**config.mk**
```make
export PLATFORM = sky130hd
export DESIGN_NAME = pipelined_adder
export DESIGN_NICKNAME = d
export VERILOG_FILES = /design/src/rtl/pipelined_adder.sv
export SDC_FILE = /design/constraint.sdc
export NUM_CORES = 1
export LEC_CHECK = 0
export BUFFER_PORTS_ARGS = -buffer_cell sky130_fd_sc_hd__buf_2
export CELL_PAD_IN_SITES_DETAIL_PLACEMENT = 0
export CELL_PAD_IN_SITES_GLOBAL_PLACEMENT = 2
export CORE_MARGIN = 2
export CORE_UTILIZATION = 25
export DETAILED_ROUTE_END_ITERATION = 10
export PLACE_DENSITY_LB_ADDON = 0.1
export REMOVE_ABC_BUFFERS = 1
export SLEW_MARGIN = 40
export SYNTH_ARGS = -nofsm -noshare
export SYNTH_HDL_FRONTEND = slang
export SYNTH_SLANG_ARGS = --single-unit
```
**constraint.sdc**
```tcl
create_clock -name clk -period 3.16 [get_ports clk]
set_input_delay 0.474 -clock clk [delete_from_list [all_inputs] [get_ports clk]]
set_output_delay 0.474 -clock clk [all_outputs]
set_load 0.1 [all_outputs]
```
**src/rtl/pipelined_adder.sv**
```systemverilog
// Chunked ripple adder pipelined over STAGES register levels with valid/ready flow control.
// Optional build macro PIPELINED_ADDER_SATURATE_EN clamps the sum to all ones on a final carry.
module pipelined_adder #(
    parameter int WIDTH  = 32,
    parameter int STAGES = 4
) (
    input  logic             clk,
    input  logic             rst_n,
    input  logic             in_valid,
    output logic             in_ready,
    input  logic [WIDTH-1:0] a,
    input  logic [WIDTH-1:0] b,
    input  logic             carry_in,
    output logic             out_valid,
    input  logic             out_ready,
    output logic [WIDTH-1:0] sum,
    output logic             carry_out
);
    // WIDTH must be a multiple of STAGES; each stage resolves one CW-bit chunk.
    localparam int CW = WIDTH / STAGES;

    // Handshake: a transfer happens on a rising edge where valid and ready are both 1.
    // The whole pipe moves as one unit, so it advances unless the output is held.
    logic w_advance;
    logic w_accept;

    assign w_advance = ~(out_valid & ~out_ready);
    assign in_ready  = w_advance;
    assign w_accept  = in_valid & in_ready;

    for (genvar k = 0; k < STAGES; k++) begin : g_stage
        logic [WIDTH-1:0] w_a_in;
        logic [WIDTH-1:0] w_b_in;
        logic [WIDTH-1:0] w_s_in;
        logic [WIDTH-1:0] w_s_next;
        logic             w_c_in;
        logic             w_v_in;
        logic [CW:0]      w_chunk;
        logic [WIDTH-1:0] r_a;
        logic [WIDTH-1:0] r_b;
        logic [WIDTH-1:0] r_sum;
        logic             r_c;
        logic             r_v;
        logic             w_unused_ops;

        if (k == 0) begin : g_head
            assign w_a_in = a;
            assign w_b_in = b;
            assign w_s_in = '0;
            assign w_c_in = carry_in;
            assign w_v_in = w_accept;
        end else begin : g_body
            assign w_a_in = g_stage[k-1].r_a;
            assign w_b_in = g_stage[k-1].r_b;
            assign w_s_in = g_stage[k-1].r_sum;
            assign w_c_in = g_stage[k-1].r_c;
            assign w_v_in = g_stage[k-1].r_v;
        end

        assign w_chunk = {1'b0, w_a_in[k*CW +: CW]}
                       + {1'b0, w_b_in[k*CW +: CW]}
                       + {{CW{1'b0}}, w_c_in};

        always_comb begin
            w_s_next = w_s_in;
            w_s_next[k*CW +: CW] = w_chunk[CW-1:0];
        end

        // Already-added low operand chunks ride along but are never read again.
        assign w_unused_ops = ^{r_a, r_b};

        always_ff @(posedge clk) begin
            if (!rst_n) begin
                r_a   <= '0;
                r_b   <= '0;
                r_sum <= '0;
                r_c   <= 1'b0;
                r_v   <= 1'b0;
            end else if (w_advance) begin
                r_a   <= w_a_in;
                r_b   <= w_b_in;
                r_sum <= w_s_next;
                r_c   <= w_chunk[CW];
                r_v   <= w_v_in;
            end
        end
    end

    assign out_valid = g_stage[STAGES-1].r_v;
    assign carry_out = g_stage[STAGES-1].r_c;

`ifdef PIPELINED_ADDER_SATURATE_EN
    assign sum = g_stage[STAGES-1].r_c ? {WIDTH{1'b1}} : g_stage[STAGES-1].r_sum;
`else
    assign sum = g_stage[STAGES-1].r_sum;
`endif

endmodule

```
After elaboration in Yosys (flattened, before gate mapping)
Cells that the tools add are included.

Register bits after elaboration: 280. Output and inout bits: 35. Word-level logic and storage cells: 30.

Add/subtract/negate cells: 8. Bitwise operators: 4.

Operators with widths (number): adder 8 x 8 -> 9 bit (4); adder 9 x 1 -> 9 bit (4); bitwise AND 1 bit (2); NOT 1 bit (2).

Logic depth before layout (Yosys ltp)
Depth after elaboration: 4. Mapped depth: 7.

Worst setup path before layout
OpenSTA, ideal clock, no wires.

Path kind: register -> output. Start: reg g_stage[3].r_v (netlist: out_valid). End: out in_ready. Arrival time: 1.811 ns. Path slack: 0.875 ns. Stages on the path, launching flop included: 6. Buffers on the path: 3. Path through: dfxtp_1 nor2b_4 buf_6 inv_6 buf_6 buf_2.

Word-level cells in the longest chain between the ends: 2.

RTL lines: start: declaration (line 43) `logic r_v;`; start signal: assignment (line 84) `r_v <= w_v_in;`; bitwise AND 1 bit (line 27) `assign w_advance = ~(out_valid & ~out_ready);`; NOT 1 bit (line 27); end: declaration (line 10) `output logic in_ready,`.

Every way passes these cells.

Worst setup path in the final report
Start: reg g_stage[0].r_a[8]. End: reg g_stage[1].r_c.

Word-level cells in the longest chain between the ends: 2.

RTL lines: start: declaration (line 39) `logic [WIDTH-1:0] r_a;`; start signal: assignment (line 80) `r_a <= w_a_in;`; adder 8 x 8 -> 9 bit (line 61) `+ {1'b0, w_b_in[k*CW +: CW]}`; adder 9 x 1 -> 9 bit (line 62) `+ {{CW{1'b0}}, w_c_in};`; end signal: assignment (line 83) `r_c <= w_chunk[CW];`; end: declaration (line 42) `logic r_c;`.

Every way passes these cells. A chain may end at the register's enable or synchronous reset.

==> results_dict.tcl <==
set metrics [dict create \
    hpwlAfterDp_um 11700 \
    maxSlewViolCount 0 \
    async_flop_share_pct 0 \
    viasPerCell 4.44 \
    status "finished, final reports clean" \
    coreArea_um2 29900 \
    nets 1103 \
    grt_max_degree 170 \
    avgSynthCellArea_um2 8.25 \
    first_global_vias 6203 \
    area_growth_pct 18.7 \
    yosys.cell_types.count 47 \
    start_kind "flip-flop" \
    period_needed_ps 2120 \
    ys_seq_area_share_pct 48.2 \
    tns_ps 0 \
    hold_buffers 0 \
    htree_levels 4 \
    relSlewSlack_pct 47.0 \
    clk-insertion-delay-late_ps 430 \
    slowest_stage "fa_1" \
    setup_viol 0 \
    ir_drop_uv 315 \
    criticalPathCategory "reg -> reg" \
    first_pass_iters 4 \
    cts_root_buf "clkbuf_16" \
    antenna_found_initial 0 \
    power_mw 5.39 \
    grt_pass1_wl_um 31600 \
    gp_congestion 0.680 \
    die_y_um 179 \
    grt.total_usage_pct 12.5 \
    cts_max_path_buffers 2 \
    ys_seq_elements 184 \
    drive_gt1_share_pct 16.4 \
    synth-edff-count 0 \
    fin_worst_skew_ps 9.88 \
    vias 6215 \
    fin_util_pct 30.4 \
    io_pins 104 \
    crit_chain "fa_1, fa_1, a21o_1, a221oi_2, o21ai_0, o211a_1" \
    crit_arrival_ps 2450 \
    die_area_um2 32000 \
    clk_pin_slew_ps 80 \
    cp_common_cell "fa_1" \
    p_leak_nw 3.79 \
    netlist_instances 926 \
    drc 0 \
    yosys-top-cells-area "dfxtp_1 (48%), nand2_1 (16%), a21oi_1 (12%)" \
    finalCritPeriodShare_pct 67.1 \
    worstPathMaxFanout 2 \
    hp-class "in -> reg" \
    num_rows 63 \
    worstMarginPinSlew_ps 796 \
    clock-sinks 184 \
    grt.overflow.total 0 \
    finalHoldViolCount 0 \
    synth_ff_type "dfxtp_1" \
    drt-initial-drc-count 258 \
    die_w_um 179 \
    cts_tree "done" \
    wl_per_cell_um 13.7 \
    cp.required_ps 3490 \
    netlist_area_um2 7640 \
    ant_nets 0 \
    rsz0062_at_grt "no" \
    io_buffer_count 103 \
    yosys.area.top_type_share_pct 48.2 \
    maxCapViolCount 0 \
    n_antenna_cell 0 \
    path_buf_inv 0 \
    cts_made_buffers 17 \
    max_stage_delay_ps 460 \
    ctsResizeCount 0 \
    postCtsSetupBuffers 0 \
    post-synth-top-area-cell "dfxtp_1" \
    start_util_pct 25.6 \
    timing.fmax_mhz 471 \
    holdWs_ps 274 \
    ys_warn_count 0 \
    crit_family "adder cells" \
    routed_wl_um 19300 \
    critPathCaptureType "flip-flop" \
    power.density_nw_per_um2 595 \
]
[report_power, final]
part           switching [mW]  internal [mW]  total (mW)
Combinational           0.352          0.191       0.543
Sequential             0.0703           2.45        2.52
Clock                    1.05           1.28        2.33
Total                    1.47           3.92        5.39
[kinds of logic (layout without fill, tap and decap cells)]
group	Yosys count	after routing	share of synthesized area, %
adder cells (fa/ha/maj)	36	36	6.68
buffers and inverters	72	157	4.80
AND/OR/NAND/NOR	369	369	19.4
multiplexers	6	6	0.934
XOR/XNOR	14	14	1.61
flip-flops	184	184	48.2
AO/OA/AOI/OAI	245	245	18.3
[routing by layer]
| layer | vias to the layer above | global-route usage, % | share of wire [%] |
|---|---|---|---|
| met5 | - | 0 | 0 |
| met4 | 0 | 3.66 | 1.0 |
| met3 | 14 | 2.84 | 3.7 |
| met2 | 82 | 20.3 | 45 |
| met1 | 2871 | 16.6 | 51 |
| li1 | 3248 | - | - |
[stage by stage]
step / worst slack (ps) / cells / area (um^2)
2_1_floorplan: -1940 / 865 / 7320
3_3_place_gp: 828 / 1369 / 8440
3_5_place_dp: 802 / 1369 / 8440
4_1_cts: 1010 / 1401 / 9060
5_1_grt: 915 / 1401 / 9070
6_report: 1040 / 1401 / 9070
[path summary, 6_finish.rpt]
kind,to,depth (start not counted),slack [ps],start
worst min-delay path,g_stage[0].r_b[26],3,270,b[26]
worst max-delay path,g_stage[1].r_c,6,1040,g_stage[0].r_a[8]
worst max register to register,g_stage[1].r_c,6,1040,g_stage[0].r_a[8]
worst min register to register,g_stage[1].r_sum[14],2,450,g_stage[1].r_sum[14]
[synthesized netlist by cell type (7+ instances only)]
cell type,number
xnor2_1,10
dfxtp_1,184
buf_2,40
a211oi_1,9
a21o_1,14
o21ai_0,10
fa_1,8
nand2_1,331
ha_1,28
a21oi_1,180
nor2_1,7
inv_1,9
clkbuf_1,11
[registers in the layout, summed over array words and instances, names as in the netlist]
register / cells
g_stage.r_v: 3
g_stage.r_sum: 48
sum: 32
g_stage.r_b: 48
carry_out: 1
g_stage.r_a: 48
g_stage.r_c: 3
out_valid: 1
[cell usage in the layout, fill, tap and decap left out, types with 5 or more instances in the layout]
master,instances
inv_1,9
a211oi_1,9
mux2_2,5
o22ai_1,5
a21oi_1,180
a21o_1,14
nand2_1,331
dfxtp_1,184
nand3_1,5
xnor2_1,10
inv_6,7
fa_1,8
buf_2,102
o21ai_0,10
nand4_1,6
nor2_1,7
ha_1,28
buf_4,10
clkbuf_16,17
[worst reg2reg max path, cell delays in order (launching register included)]
cell	delay, ps
dfxtp_1	330
fa_1	460
fa_1	420
a21o_1	220
a221oi_2	310
o21ai_0	150
o211a_1	140
[area by class of cell]
| type | count | area [um^2] |
|---|---|---|
| clock buffer | 17 | 425 |
| sequential | 184 | 3680 |
| clock inverter | 15 | 203 |
| inverter | 11 | 53.8 |
| tap | 390 | 488 |
| multi-input combinational | 670 | 3590 |
| timing repair buffer | 114 | 626 |
| fill | 3285 | 20800 |
Power figures use the tool's default switching activity.
